==> src/rtl/dmem_request_unit_pkg.sv <==
// Shared types for the data-memory request unit: FSM states, RV32I load/store funct3 codes
// and the alignment helper used when DMEM_ALIGN_CHECK_EN is defined.
package dmem_request_unit_pkg;

  typedef enum logic [1:0] {
    ST_IDLE = 2'd0,
    ST_REQ  = 2'd1,
    ST_HOLD = 2'd2
  } dmem_state_t;

  typedef enum logic [2:0] {
    F3_LB  = 3'b000,
    F3_LH  = 3'b001,
    F3_LW  = 3'b010,
    F3_LBU = 3'b100,
    F3_LHU = 3'b101
  } load_funct3_t;

  typedef enum logic [2:0] {
    F3_SB = 3'b000,
    F3_SH = 3'b001,
    F3_SW = 3'b010
  } store_funct3_t;

  localparam logic [3:0] MASK_BYTE = 4'b0001;
  localparam logic [3:0] MASK_HALF = 4'b0011;
  localparam logic [3:0] MASK_WORD = 4'b1111;

  // Halfword codes coincide for loads and stores, as do word codes, so one check serves both.
  function automatic logic is_misaligned(input logic [2:0] funct3, input logic [1:0] offset);
    logic result;
    result = 1'b0;
    case (funct3)
      F3_LH, F3_LHU: result = offset[0];
      F3_LW:         result = |offset;
      default:       result = 1'b0;
    endcase
    return result;
  endfunction

endpackage

==> src/rtl/dmem_request_unit_store_align.sv <==
// Combinational store lane steering: builds the byte write mask and shifts store data
// into the lanes selected by the low address bits.
module store_align
  import dmem_request_unit_pkg::*;
(
  input  logic        is_store,
  input  logic [2:0]  funct3,
  input  logic [1:0]  offset,
  input  logic [31:0] store_data,
  output logic [3:0]  wmask,
  output logic [31:0] wdata
);

  logic [3:0] base_mask;

  always_comb begin
    base_mask = 4'b0000;
    if (is_store) begin
      case (funct3)
        F3_SB:   base_mask = MASK_BYTE;
        F3_SH:   base_mask = MASK_HALF;
        F3_SW:   base_mask = MASK_WORD;
        default: base_mask = 4'b0000;
      endcase
    end
  end

  // Shifting a 4-bit mask drops lanes past byte 3, which is the intended truncation.
  always_comb begin
    wmask = base_mask << offset;
    wdata = 32'h0000_0000;
    if (base_mask != 4'b0000) begin
      wdata = store_data << {offset, 3'b000};
    end
  end

endmodule

==> src/rtl/dmem_request_unit.sv <==
// MEM-stage data memory requester: issues one word-aligned load/store per instruction and
// stalls until the memory responds. Define DMEM_ALIGN_CHECK_EN to reject misaligned accesses.
module dmem_request_unit
  import dmem_request_unit_pkg::*;
(
  input  logic        clk,
  input  logic        rst,
  input  logic        ex_valid,
  input  logic        mem_read,
  input  logic        mem_write,
  input  logic [2:0]  funct3,
  input  logic [31:0] mem_addr,
  input  logic [31:0] store_data,
  input  logic        pipe_stall,
  input  logic        dmem_resp,
  input  logic [31:0] dmem_rdata,
  output logic [31:0] dmem_address,
  output logic        dmem_read,
  output logic        dmem_write,
  output logic [3:0]  dmem_wmask,
  output logic [31:0] dmem_wdata,
  output logic        mem_stall,
  output logic [31:0] mem_rdata,
  output logic        misalign_err
);

  dmem_state_t state;
  dmem_state_t next_state;

  logic        access;
  logic        misaligned;
  logic        start;
  logic [31:0] new_addr;
  logic [3:0]  new_wmask;
  logic [31:0] new_wdata;

  logic [31:0] req_addr_q;
  logic        req_read_q;
  logic        req_write_q;
  logic [3:0]  req_wmask_q;
  logic [31:0] req_wdata_q;
  logic [31:0] hold_rdata_q;

  // Qualifying with rst keeps the combinational IDLE request quiet while reset is held.
  assign access   = rst & ex_valid & (mem_read | mem_write);
  assign new_addr = {mem_addr[31:2], 2'b00};

`ifdef DMEM_ALIGN_CHECK_EN
  assign misaligned   = is_misaligned(funct3, mem_addr[1:0]);
  assign misalign_err = (state == ST_IDLE) & access & misaligned;
`else
  assign misaligned   = 1'b0;
  assign misalign_err = 1'b0;
`endif

  assign start = (state == ST_IDLE) & access & ~misaligned;

  store_align u_store_align (
    .is_store   (mem_write),
    .funct3     (funct3),
    .offset     (mem_addr[1:0]),
    .store_data (store_data),
    .wmask      (new_wmask),
    .wdata      (new_wdata)
  );

  always_ff @(posedge clk or negedge rst) begin
    if (!rst) begin
      state <= ST_IDLE;
    end else begin
      state <= next_state;
    end
  end

  // The request is captured on the IDLE cycle so it stays stable even if EX/MEM inputs move.
  always_ff @(posedge clk or negedge rst) begin
    if (!rst) begin
      req_addr_q  <= 32'h0000_0000;
      req_read_q  <= 1'b0;
      req_write_q <= 1'b0;
      req_wmask_q <= 4'b0000;
      req_wdata_q <= 32'h0000_0000;
    end else if (start) begin
      req_addr_q  <= new_addr;
      req_read_q  <= mem_read;
      req_write_q <= mem_write;
      req_wmask_q <= new_wmask;
      req_wdata_q <= new_wdata;
    end
  end

  always_ff @(posedge clk or negedge rst) begin
    if (!rst) begin
      hold_rdata_q <= 32'h0000_0000;
    end else if ((state == ST_REQ) && dmem_resp && pipe_stall) begin
      hold_rdata_q <= dmem_rdata;
    end
  end

  always_comb begin
    next_state = state;
    case (state)
      ST_IDLE: begin
        if (start) next_state = ST_REQ;
      end
      ST_REQ: begin
        if (dmem_resp) next_state = pipe_stall ? ST_HOLD : ST_IDLE;
      end
      ST_HOLD: begin
        if (!pipe_stall) next_state = ST_IDLE;
      end
      default: next_state = ST_IDLE;
    endcase
  end

  always_comb begin
    dmem_address = 32'h0000_0000;
    dmem_read    = 1'b0;
    dmem_write   = 1'b0;
    dmem_wmask   = 4'b0000;
    dmem_wdata   = 32'h0000_0000;
    mem_stall    = 1'b0;
    mem_rdata    = 32'h0000_0000;
    case (state)
      ST_IDLE: begin
        if (start) begin
          dmem_address = new_addr;
          dmem_read    = mem_read;
          dmem_write   = mem_write;
          dmem_wmask   = new_wmask;
          dmem_wdata   = new_wdata;
          mem_stall    = 1'b1;
        end
      end
      ST_REQ: begin
        dmem_address = req_addr_q;
        dmem_read    = req_read_q;
        dmem_write   = req_write_q;
        dmem_wmask   = req_wmask_q;
        dmem_wdata   = req_wdata_q;
        mem_stall    = ~(dmem_resp & ~pipe_stall);
        mem_rdata    = dmem_rdata;
      end
      ST_HOLD: begin
        mem_rdata = hold_rdata_q;
      end
      default: begin
        mem_rdata = 32'h0000_0000;
      end
    endcase
  end

endmodule

==> config.mk <==
export PLATFORM = sky130hd
export DESIGN_NAME = dmem_request_unit
export DESIGN_NICKNAME = d
export VERILOG_FILES = /design/src/rtl/dmem_request_unit_pkg.sv /design/src/rtl/dmem_request_unit_store_align.sv /design/src/rtl/dmem_request_unit.sv
export SDC_FILE = /design/constraint.sdc
export NUM_CORES = 1
export LEC_CHECK = 0
export ABC_CLOCK_PERIOD_IN_PS = 2900
export BUFFER_PORTS_ARGS = -buffer_cell sky130_fd_sc_hd__buf_2
export CAP_MARGIN = 10
export CORE_MARGIN = 4
export CORE_UTILIZATION = 53
export DETAILED_ROUTE_END_ITERATION = 12
export PLACE_DENSITY = 0.86
export SLEW_MARGIN = 20
export SYNTH_ARGS = -nofsm -noshare
export SYNTH_HDL_FRONTEND = slang
export SYNTH_SLANG_ARGS = --single-unit
==> constraint.sdc <==
create_clock -name clk -period 2.9 [get_ports clk]
set_input_delay 0.145 -clock clk [delete_from_list [all_inputs] [get_ports clk]]
set_output_delay 0.145 -clock clk [all_outputs]
set_load 0.05 [all_outputs]
Yosys cells after proc, flatten, opt, wreduce, memory -nomap -nowiden. Index checks and enable logic that the tools add are counted.

Word-level logic and storage cells: 50. Bits in registers: 102.

Muxes and demuxes: 21. Reductions and logical operators: 6. Bitwise operators: 7. Equal/unequal tests: 7. Shift-type cells: 2.

Operator list (count): one-hot mux 32 bit (2 select lines) (3); two-way mux 32 bit (3); left shift 32 x 5 -> 32 bit (1); one-hot mux 4 bit (3 select lines) (1); two-way mux 2 bit (4); two-way mux 4 bit (2); one-hot mux 4 bit (2 select lines) (1); inequality test 2 bit (second input constant) (3); one-hot mux 1 bit (2 select lines) (3); one-hot mux 2 bit (3 select lines) (1); AND 1 bit (4); nonzero test 4 bit (1); left shift 4 x 2 -> 4 bit (1); == test 3 x 1 -> 1 bit (second input constant) (1); == test 3 x 2 -> 1 bit (second input constant) (1); logical NOT 3 bit (1); two-way mux 1 bit (3); AND reduction 3 bit (1); == test 2 x 1 -> 1 bit (second input constant) (1); == test 2 bit (second input constant) (1); logical AND 1 bit (2); logical NOT 2 bit (1); NOT 1 bit (2); bitwise OR 1 bit (1).

Logic depth before layout (Yosys ltp).
Word-level depth: 7. Mapped depth: 8. Depth with buffers taken out: 5.

Modules after synthesis. From an unflattened synthesis, not the netlist that was laid out.

Cell total of the unflattened synthesis: 700. Area total of the unflattened synthesis: 5741.8 µm².

By module, submodules not included: dmem_request_unit (cells each 596, area each 4988.5 µm², instances 1, sequential area each 2552.4 µm²); store_align (cells each 104, area each 753.2 µm², instances 1, sequential area each 0.0 µm²).

Worst setup path before layout. Ideal clock, no wire load.

Kind: reg-to-output. From: reg state[0]. To: out dmem_wdata[10]. Slack: 0.307 ns. Cell stages (with the launch flop): 8. Arrival: 2.448 ns. Cell sequence: dfrtp_1 > inv_1 > ha_1 > o2111a_1 > buf_6 > nand4_1 > clkbuf_1 > o21ai_0.

Word-level cells in the longest chain between the ends: 4. Elaborated cells between the ends (all ways): 5.

RTL lines: start: declaration (line dmem_request_unit.sv:27) `dmem_state_t state;`; start signal: assignment (line dmem_request_unit.sv:71) `state <= next_state;`; logical NOT 2 bit (line dmem_request_unit.sv:56, dmem_request_unit.sv:124); AND 1 bit (line dmem_request_unit.sv:56) `assign start = (state == ST_IDLE) & access & ~misaligned;`; two-way mux 32 bit (line dmem_request_unit.sv:126) `if (start) begin`; one-hot mux 32 bit (2 select lines) * (line dmem_request_unit.sv:124) `case (state)`; end: declaration (line dmem_request_unit.sv:21) `output logic [31:0] dmem_wdata,`.

Every way passes the cells marked *; elsewhere a longest branch is shown, timed or not.

Worst setup path in the final report.
From: reg state[0]. To: out dmem_wdata[12].

The elaborated chain is that of the path after synthesis.

==> impl_metrics.env <==
export IMPL_grt_pass1_vias=5120
export IMPL_htreeDepth=3
export IMPL_rr_startpoint="state[1]"
export IMPL_r2r_end="hold_rdata_q[26]"
export IMPL_yosys_warnings=0
export IMPL_crit_path_start_kind="flip-flop"
export IMPL_worst_pin_slew_ps=847
export IMPL_wl_met2_um=7740
export IMPL_power_mw=6.65
export IMPL_start_util=0.552
export IMPL_place_congestion=0.945
export IMPL_syn_avg_cell_area_um2=9.21
export IMPL_via_per_inst=5.60
export IMPL_drt_iter0_markers=478
export IMPL_drv_slew=0
export IMPL_vdd_ir_drop_max_v=0.000620
export IMPL_final_cells=936
export IMPL_hp_class="primary input to flip-flop"
export IMPL_wl_met1_um=6340
export IMPL_final_nets=906
export IMPL_cts_sinks=102
export IMPL_period_minus_slack_ps=2630
export IMPL_worstSetupPathType="flip-flop to output pin"
export IMPL_die_h_um=110
export IMPL_netlist_area_um2=5470
export IMPL_p_leak_nw=3.75
export IMPL_rrSetupSlack_ps=820
export IMPL_worstPathRequired_ps=2760
export IMPL_syn_inst=594
export IMPL_skew_ps=12.0
export IMPL_seq_area_frac_synth=0.467
export IMPL_cp_end_kind="output pin"
export IMPL_fin_ws_ps=271
export IMPL_rsz0062_at_grt="false"
export IMPL_dpl_hpwl_um=10900
export IMPL_worstPathMaxFanout=23
export IMPL_grt_max_degree=86
export IMPL_min_from="mem_addr[13]"
export IMPL_p_per_area_nw_per_um2=945
export IMPL_die_w_um=110
export IMPL_port_buffers=206
export IMPL_worstHoldEndpoint="req_addr_q[13]"
export IMPL_ant_nets=0
export IMPL_clkLatencyLatePin_ps=360
export IMPL_hold_depth=3
export IMPL_fmax_mhz=380
export IMPL_finalSetupTns_ps=0
export IMPL_grt_pass1_wl_um=24700
export IMPL_cts_root_buffer="clkbuf_8"
export IMPL_rows=36
export IMPL_drt_total_wl_um=15600
export IMPL_post_dp_cell_area_um2=6550
export IMPL_yosysUniqueCellTypes=34
export IMPL_antenna_found_initial=0
export IMPL_io_pins=210
export IMPL_dp_cells=895
export IMPL_period_share=0.907
export IMPL_outcome="complete, no violations"
export IMPL_overflow=0
export IMPL_wl_met3_um=1080
export IMPL_cp_arrival_ps=2480
export IMPL_drc_errors=0
export IMPL_drt_pass1_iter_count=8
export IMPL_coreArea_um2=9910
export IMPL_cts_tree="done"
export IMPL_r2r_cells=5
export IMPL_final_common_cell="nand2_1"
export IMPL_final_cell_mix="nand2_1 (205), buf_2 (204), dfrtp_1 (102)"
export IMPL_post_drt_wl_per_cell_um=16.7
export IMPL_grt_usage=0.259
export IMPL_final_cell_area_um2=7030
export IMPL_drive_gt1_frac=0.348
export IMPL_pre_cts_ws_ps=488
export IMPL_vias=5245
export IMPL_setup_violations=0
export IMPL_cts_clk_slew_worst_paths_ps=100
export IMPL_top_layer="met4"
export IMPL_max_slew_margin=0.435
export IMPL_numCtsBuffers=9
export IMPL_synth_seq_cells=102
export IMPL_syn_to_final_growth_pct=28.6
export IMPL_die_area_um2=12000
export IMPL_hold_viol=0
export IMPL_maxCapViolCount=0
export IMPL_clock_path_buffers=2
## through the flow
| step | util | hold slack, ps |
|---|---|---|
| finish | 0.710 | 15.4 |
| global route | 0.710 | 9.28 |
| CTS | 0.707 | 0.360 |
| detailed placement | 0.661 | 54.5 |
| global placement | 0.661 | 44.5 |
| floorplan | - | -151 |
## timing repair
| item | in CTS | in global routing |
|---|---|---|
| hold endpoints to repair | 38 | 0 |
| setup buffers | 0 | 2 |
| gates resized for setup | 0 | 1 |
| endpoints found under the setup margin | 0 | 20 |
| hold buffers | 22 | 0 |
## synth_stat cells
master       n  area, µm²
conb_1       1       3.75
buf_4        4       30.0
a22oi_1     39        293
a221o_1      1       10.0
ha_1         3       37.5
a32o_1      16        160
a22o_1      16        140
buf_1        1       3.75
a221oi_1     1       8.76
nor2_1       2       7.51
o21ai_0     39        195
a222oi_1     1       10.0
o2111ai_1    1       8.76
o21a_1       1       7.51
o41ai_1      1       8.76
o2111a_1     1       11.3
dfrtp_1    102       2550
buf_2       10       50.1
o211ai_1     1       7.51
nand2_1    205        769
nor3_1       1       5.00
nand4_1      1       6.26
clkbuf_1    31        116
buf_6        4       45.0
o31ai_1      1       7.51
nand3_1      2       10.0
o22a_1       1       8.76
mux2_2      41        462
a21oi_1      2       10.0
mux2i_1     25        250
nor2b_1     34        213
inv_1        3       11.3
inv_2        1       3.75
and3_1       1       6.26
## state kept, by name, summed over array words and instances (netlist names)
signal        cells
state             2
hold_rdata_q     32
req_wdata_q      32
req_wmask_q       4
req_write_q       1
req_addr_q       30
req_read_q        1
## worst max-delay path: stages (launching register included)
cell and delay, ps:
dfrtp_1 430, inv_1 120, ha_1 270, o2111a_1 300
nand3_2 320, o31ai_1 380, buf_2 320
## layer usage
metal	track usage	up-vias
met5	0	-
met2	0.437	241
li1	-	2452
met3	0.0364	41
met1	0.338	2511
met4	0.103	0
## final cells by class
class | instances | area [µm²]
clock buffer | 12 | 155
inverter | 4 | 15.0
sequential | 102 | 2550
antenna | 1 | 2.50
clock inverter | 4 | 77.6
tap | 133 | 166
multi-input combinational | 440 | 2700
fill | 764 | 2880
timing repair buffer | 240 | 1360
## worst max path at each step
| stage | startpoint | endpoint | slack (ps) | cells past startpoint |
|---|---|---|---|---|
| final | state[0] | dmem_wdata[12] | 270 | 6 |
| after global routing | state[0] | dmem_wdata[12] | 30 | 6 |
| after CTS | state[0] | dmem_wdata[12] | 80 | 6 |
| after detailed placement | state[0] | dmem_wdata[12] | 490 | 6 |
| after global placement | state[0] | dmem_wdata[12] | 560 | 6 |
| after floorplan | state[0] | dmem_wdata[10] | 310 | 7 |
## power by group
| part | internal [mW] | switching [mW] |
|---|---|---|
| Combinational | 1.05 | 2.32 |
| Clock | 0.539 | 0.485 |
| Sequential | 1.96 | 0.297 |
## cell families after synthesis
logic type / count (synthesis) / share of synthesized area
buffers and inverters: 54 / 0.0476
flip-flops: 102 / 0.467
adder cells (fa/ha/maj): 3 / 0.00686
AND/OR/NAND/NOR: 246 / 0.186
AO/OA/AOI/OAI: 122 / 0.162
other: 1 / 0.000686
multiplexers: 66 / 0.130
Power figures use the tool's default switching activity.
